**config.mk**
```make
export PLATFORM = sky130hd
export DESIGN_NAME = hs4_src_stage
export DESIGN_NICKNAME = d
export VERILOG_FILES = /design/src/rtl/hs4_pkg.sv /design/src/rtl/hs_sync.sv /design/src/rtl/hs4_src_stage.sv
export SDC_FILE = /design/constraint.sdc
export NUM_CORES = 1
export LEC_CHECK = 0
export CORE_MARGIN = 10
export CORE_UTILIZATION = 31
export DETAILED_ROUTE_END_ITERATION = 8
export SETUP_SLACK_MARGIN = 0.2
export SYNTH_ARGS = -nofsm -noshare
export SYNTH_HDL_FRONTEND = slang
export SYNTH_SLANG_ARGS = --single-unit
export TNS_END_PERCENT = 10
```
**constraint.sdc**
```tcl
create_clock -name clk -period 3.45 [get_ports clk]
set_input_delay 0.345 -clock clk [delete_from_list [all_inputs] [get_ports clk]]
set_output_delay 0.345 -clock clk [all_outputs]
set_load 0.1 [all_outputs]
```
**src/rtl/hs4_pkg.sv**
```systemverilog
// Shared types and default parameters for the clocked 4-phase source stage.
package hs4_pkg;

  typedef enum logic [1:0] {
    IDLE   = 2'd0,
    REQ_HI = 2'd1,
    REQ_LO = 2'd2,
    ERR    = 2'd3
  } hs4_state_t;

  localparam int DEF_DATA_W      = 8;
  localparam int DEF_SYNC_STAGES = 2;
  localparam int DEF_TIMEOUT     = 255;
  localparam int DEF_TMR_W       = 8;
  localparam int DEF_CNT_W       = 16;

endpackage

```
**src/rtl/hs_sync.sv**
```systemverilog
// N-flop 1-bit synchroniser for async-to-clk crossings; resets to 0.
module hs_sync #(
  parameter int STAGES = 2
) (
  input  logic clk,
  input  logic rst,
  input  logic d,
  output logic q
);

  logic [STAGES-1:0] ff;

  always_ff @(posedge clk) begin
    if (!rst) ff <= '0;
    else      ff <= {ff[STAGES-2:0], d};
  end

  assign q = ff[STAGES-1];

endmodule

```
**src/rtl/hs4_src_stage.sv**
```systemverilog
// Clocked valid/ready feeder driving a self-timed 4-phase stage head (Rin/Ain),
// with ack synchronisation, per-phase timeout and completed-transfer counter.
//
// state  | meaning
// IDLE   | no word in flight, accepts when ack_s low
// REQ_HI | req_out high, waiting for ack rise
// REQ_LO | req_out low, waiting for ack fall
// ERR    | phase timed out; leave on err_clr with ack_s low
module hs4_src_stage
  import hs4_pkg::*;
#(
  parameter int DATA_W      = DEF_DATA_W,
  parameter int SYNC_STAGES = DEF_SYNC_STAGES,
  parameter int TIMEOUT     = DEF_TIMEOUT,
  parameter int TMR_W       = DEF_TMR_W,
  parameter int CNT_W       = DEF_CNT_W
) (
  input  logic              clk,
  input  logic              rst,
  input  logic              in_valid,
  input  logic [DATA_W-1:0] in_data,
  output logic              in_ready,
  output logic              req_out,
  output logic [DATA_W-1:0] data_out,
  input  logic              ack_in,
  input  logic              err_clr,
  output logic              busy,
  output logic              timeout_err,
  output logic [CNT_W-1:0]  done_cnt
);

  localparam logic [TMR_W-1:0] TMR_LOAD = TMR_W'(TIMEOUT - 1);

  hs4_state_t       state, state_nxt;
  logic             ack_s;
  logic [TMR_W-1:0] tmr;
  logic             tmr_tc;
  logic             accept;
  logic             done_inc;

  hs_sync #(.STAGES(SYNC_STAGES)) u_ack_sync (
    .clk (clk),
    .rst (rst),
    .d   (ack_in),
    .q   (ack_s)
  );

  // Down-counter loaded on phase entry; terminal count marks TIMEOUT cycles in the phase.
  assign tmr_tc = (tmr == '0);

  always_ff @(posedge clk) begin
    if (!rst) state <= IDLE;
    else      state <= state_nxt;
  end

  always_comb begin
    state_nxt = state;
    case (state)
      IDLE:    if (in_valid && in_ready) state_nxt = REQ_HI;
      REQ_HI:  if (ack_s)                state_nxt = REQ_LO;
               else if (tmr_tc)          state_nxt = ERR;
      REQ_LO:  if (!ack_s)               state_nxt = IDLE;
               else if (tmr_tc)          state_nxt = ERR;
      ERR:     if (err_clr && !ack_s)    state_nxt = IDLE;
      default:                           state_nxt = IDLE;
    endcase
  end

  always_comb begin
    in_ready = rst && (state == IDLE) && !ack_s;
    busy     = (state != IDLE);
    accept   = (state == IDLE) && in_valid && in_ready;
    done_inc = (state == REQ_LO) && !ack_s;
  end

  always_ff @(posedge clk) begin
    if (!rst) begin
      req_out     <= 1'b0;
      data_out    <= '0;
      tmr         <= '0;
      done_cnt    <= '0;
      timeout_err <= 1'b0;
    end else begin
      if (accept) data_out <= in_data;
      req_out     <= (state_nxt == REQ_HI);
      timeout_err <= (state_nxt == ERR);
      if (state_nxt != state)
        tmr <= TMR_LOAD;
      else if ((state == REQ_HI || state == REQ_LO) && !tmr_tc)
        tmr <= tmr - 1'b1;
      if (done_inc) done_cnt <= done_cnt + 1'b1;
    end
  end

endmodule
```
# ---- After elaboration in Yosys (flattened, before gate mapping)
# Index checks and enable logic that the tools add are counted.
dict set report op_classes {
  n_eq_ne 6
  multipliers 0
  n_shift 0
  reduce_logical 16
  n_bitwise 1
  magnitude_cmp 0
  n_mux 8
  add_sub_neg 2
  div 0
}
# op n
set op_table {}
lappend op_table {{$add 16x1->16 const B} 1}
lappend op_table {{$mux 8} 2}
lappend op_table {{$mux 2} 5}
lappend op_table {{$logic_and 1x1->1} 8}
lappend op_table {{$logic_not 8->1} 1}
lappend op_table {{$pmux 2 s4} 1}
lappend op_table {{$sub 8x1->8 const B} 1}
lappend op_table {{$eq 2x2->1 const B} 3}
lappend op_table {{$eq 2x1->1 const B} 2}
lappend op_table {{$reduce_bool 2->1} 2}
lappend op_table {{$logic_not 1->1} 2}
lappend op_table {{$logic_not 2->1} 1}
lappend op_table {{$ne 2x2->1} 1}
lappend op_table {{$reduce_or 2->1} 1}
lappend op_table {{$logic_or 1x1->1} 1}
lappend op_table {{$not 1->1} 1}
dict set report totals {
  output_inout_bits 28
  word_cells 41
  ff_bits 38
  inputBits 13
  latch_bits 0
  romBits 0
  ramBits 0
  mem_count 0
}

# ---- Longest topological paths before layout
dict set report depth {
  ltp_word 8
  ltp_mapped 8
  depth_no_buf 7
}

# ---- Cells and area by module
# Synthesis repeated with hierarchy kept, for this count alone.
dict set report unflattened {
  cells_unflattened 213
  area_unflattened_um2 1906.8
}
# module seq_area_each_um2 cells_each area_per_inst_um2 n_inst
set by_module_without_submodules {}
lappend by_module_without_submodules {hs4_src_stage 720.7 209 1854.3 1}
lappend by_module_without_submodules {hs_sync 40.0 4 52.6 1}

# ---- Worst setup path after synthesis
# No wires, ideal clock.
dict set report synth_path {
  kind {register -> output}
  startpoint {register state[1]}
  endpoint {output in_ready}
  required_ps 3105
  n_path_buf 0
  t_arrival_ps 3264
  setup_slack_ps -159
  stages_incl_launch_ff 5
  cell_sequence {dfxtp_1 > inv_1 > ha_1 > inv_1 > nor3_1}
}
dict set report synth_between {
  elab_chain_len 3
}
# element line_no
set synth_lines {}
lappend synth_lines {{start: declaration} hs4_src_stage.sv:34} ;# hs4_state_t state, state_nxt;
lappend synth_lines {{start signal: assignment} hs4_src_stage.sv:53} ;# else state <= state_nxt;
lappend synth_lines {{$logic_not 2->1} hs4_src_stage.sv:70} ;# in_ready = rst && (state == IDLE) && !ack_s;
lappend synth_lines {{$logic_and 1x1->1 (2 in series)} hs4_src_stage.sv:70}
lappend synth_lines {{end: declaration} hs4_src_stage.sv:22} ;# output logic in_ready,
# No other way between the ends.

# ---- Final worst setup path
dict set report layout_path {
  startpoint {register state[0]}
  endpoint {register done_cnt[10]}
}
dict set report layout_between {
  elab_chain_len 2
}
# element line_no
set layout_lines {}
lappend layout_lines {{$eq 2x2->1} hs4_src_stage.sv:73} ;# done_inc = (state == REQ_LO) && !ack_s;
lappend layout_lines {{$logic_and 1x1->1} hs4_src_stage.sv:73}
lappend layout_lines {{end signal: assignment} hs4_src_stage.sv:91} ;# if (done_inc) done_cnt <= done_cnt + 1'b1;
lappend layout_lines {{end: declaration} hs4_src_stage.sv:29} ;# output logic [CNT_W-1:0] done_cnt
# No other way between the ends.
# A chain may end at the register's enable or synchronous reset.

==> metrics.log <==
INFO  metric outcome = finished, final reports clean
INFO  metric worst-slew-pin-transition = 1000 ps
INFO  metric finalCritPeriodShare = 64.9%
INFO  metric grt-ovfl-total = 0
INFO  metric drcViolationCount = 0
INFO  metric leakagePower = between 0.0008 and 0.0009 µW
INFO  metric hold_path_class = reg2reg
INFO  metric final.setup.tns = 0 ps
INFO  metric final_util = 42.4%
INFO  metric achievable-frequency = approximately 450 MHz
INFO  metric most-common-layout-cells = sky130_fd_sc_hd__dfxtp_1 (38), sky130_fd_sc_hd__clkdlybuf4s50_1 (38), sky130_fd_sc_hd__nand2_1 (28)
INFO  metric cts-resized-gates = 0
INFO  metric synth_top_area_share = 41.6%
INFO  metric mappedNetlistNets = around 230
INFO  metric cp.buffers_inverters = 1
INFO  metric crit_chain = inv_1 -> ha_1 -> nor2b_1 -> nand4_1 -> or3_1 -> a21oi_1
INFO  metric placement.io_buffers = 40
INFO  metric grt_max_degree = 19
INFO  metric dp.cells = 321
INFO  metric hold_violations = 0
INFO  metric setup.worst_path.end_class = flip-flop
INFO  metric cp_data_arrival_time = 2460 ps
INFO  metric max_slew_violations = 0
INFO  metric required = 3680 ps
INFO  metric cts-root-to-sink-buffers = 2
INFO  metric synth_cells = 214
INFO  metric area_growth_syn_to_layout = 30.0%
INFO  metric initial_antenna_violation_count = 0
INFO  metric die_width = 96.8 µm
INFO  metric clkSlewWorstSetupHoldPaths = 70 ps
INFO  metric cts_inserted_buffers = 5
INFO  metric synth_seq_cells = 38
INFO  metric design.die.area = 9370 µm²
INFO  metric grt_pass1_vias = 1574
INFO  metric timing_worst_setup_path_type = reg2reg
INFO  metric ioPinCount = 41
INFO  metric grt_usage = 9.31%
INFO  metric synth_seq_area_share = between 40% and 50%
INFO  metric crit_path_time_final = ~2200 ps
INFO  metric clock_tree.htree_level_count = 2
INFO  metric ir_drop = 0.000266 V
INFO  metric top_cells_by_area_in_the_synthesized_netlist = sky130_fd_sc_hd__dfxtp_1 (42%), sky130_fd_sc_hd__a21oi_1 (6.8%), sky130_fd_sc_hd__nand2_1 (5.7%), sky130_fd_sc_hd__ha_1 (4.8%), sky130_fd_sc_hd__xor2_1 (4.3%)
INFO  metric start_util = 32.6%
INFO  metric filler_cell_count = 583
INFO  metric number_of_warning_messages_in_the_yosys_log = 0
INFO  metric antennaDiodeCount = 0
INFO  metric gpl.final_weighted_congestion = around 0.85
INFO  metric critical-path-slowest-cell = sky130_fd_sc_hd__nor2b_1
INFO  metric wl = 4300 µm
INFO  metric cts_tree = yes
INFO  metric drt.antenna.violating_nets = 0
INFO  metric worst_slew_margin_rel = between 30 and 40%
INFO  metric fp-row-count = 27
INFO  metric max_cap_violations = 0
INFO  metric power_density = 730 nW/µm²
INFO  metric postCtsHoldBufs = 0
INFO  metric critPathMaxFanout = 9
INFO  metric drt_iter0_markers = 43
INFO  metric syn_area = 1830 µm²
INFO  metric nets = 276
INFO  metric avg_cell_area_syn = 8.55 µm²
INFO  metric crit_path_max_delay_family = simple AND/OR/NAND/NOR gates
INFO  metric finClkSkew = 3.90 ps
INFO  metric cts-root-buf = sky130_fd_sc_hd__clkbuf_8
INFO  metric post_route_cells_drive_above_1_share = 6.67%
INFO  metric clock_latency = 290 ps
INFO  metric grt_setup_unrepaired = false
INFO  metric grt_pass1_wl = 7450 µm
INFO  metric post-synth-top-area-cell = sky130_fd_sc_hd__dfxtp_1
INFO  metric first_pass_iters = 4
INFO  metric floorplan.core_area = 5610 µm²
INFO  metric total_number_of_vias = around 1.6k
INFO  metric routed_wire_length_per_instance = 13.2 µm
INFO  metric setup_violation_total_in_the_final_timing_report = 0
INFO  metric die_height = 96.8 µm
INFO  metric detailed_place_hpwl = 3190 µm
INFO  metric final_cell_count_no_fill = ~330
INFO  metric cts_setup_buffers = 0
INFO  metric cts_sinks = 38
INFO  metric start_kind = flip-flop
INFO  metric timing.critical_path.slowest_cell_delay = 510 ps
INFO  metric avgViaCountPerCell = 4.74
INFO  metric yosys.cell_types.count = 40
-- registers in the layout, summed over array words and instances (netlist names) --
name	count
done_cnt	16
tmr	8
req_out	1
u_ack_sync.ff	2
state	2
data_out	8
timeout_err	1
-- metal layers --
metal	track usage [%]	routed length [µm]
met1	10.9	1960
met2	14.5	1960
met3	5.04	348
met4	2.37	31
met5	0	0
-- where the power goes --
group,leakage (µW),switching [µW],internal (µW),total (µW)
combinational,0.000531,557,298,855
clock,0.0000431,145,154,299
sequential,0.000309,75.4,507,582
total,0.000883,778,959,1740
-- worst paths after layout --
path | start | to | slack (ps) | depth (start not counted)
max | state[0] | done_cnt[10] | 1210 | 6
min | u_ack_sync.ff[0] | u_ack_sync.ff[1] | 440 | 1
max reg2reg | state[0] | done_cnt[10] | 1210 | 6
min reg2reg | u_ack_sync.ff[0] | u_ack_sync.ff[1] | 440 | 1
-- Yosys cell counts (all sizes together) --
library cell / instances
a21boi: 1
a21o: 2
a21oi: 25
a22oi: 1
a311oi: 1
a32oi: 1
and2: 3
and3: 5
and3b: 1
and4b: 1
buf: 1
clkbuf: 4
clkdlybuf4s50: 1
dfxtp: 38
ha: 7
inv: 11
mux2i: 3
nand2: 28
nand2b: 1
nand3: 4
nand3b: 1
nand4: 4
nand4b: 1
nor2: 19
nor2b: 4
nor3: 9
nor3b: 1
nor4: 2
nor4b: 2
o21ai: 6
o22ai: 2
o31a: 1
o31ai: 1
or3: 7
xnor2: 6
xor2: 9
-- cells by family (layout without fill, tap and decap cells) --
family                   after synthesis  in the layout  synth area share, %
XOR/XNOR                              15             15                 7.18
AO/OA/AOI/OAI                         41             41                 12.7
adder cells (fa/ha/maj)                7              7                 4.79
buffers and inverters                 17             58                 3.97
AND/OR/NAND/NOR                       93             93                 28.2
multiplexers                           3              3                 1.64
flip-flops                            38             38                 41.6
-- per-stage QoR --
| step | power (µW) | area [µm²] | hold slack, ps | worst slack, ps |
|---|---|---|---|---|
| global route | 1870 | 2380 | 485 | 914 |
| CTS | 1760 | 2380 | 446 | 1190 |
| finish | 1740 | 2380 | 442 | 1210 |
| floorplan | 1290 | 1830 | 412 | 708 |
| global placement | 1450 | 2300 | 415 | 1280 |
| detailed placement | 1450 | 2300 | 429 | 1230 |
-- cell type report --
cell class	instances	area, µm²	share of cell area, %
inverter	11	41.3	1.74
clock buffer	6	82.6	3.47
timing repair buffer	41	403	16.9
sequential	38	761	32.0
multi-input combinational	159	1000	42.1
tap	72	90.1	3.79
No activity file was read; power rests on OpenSTA's default activity.
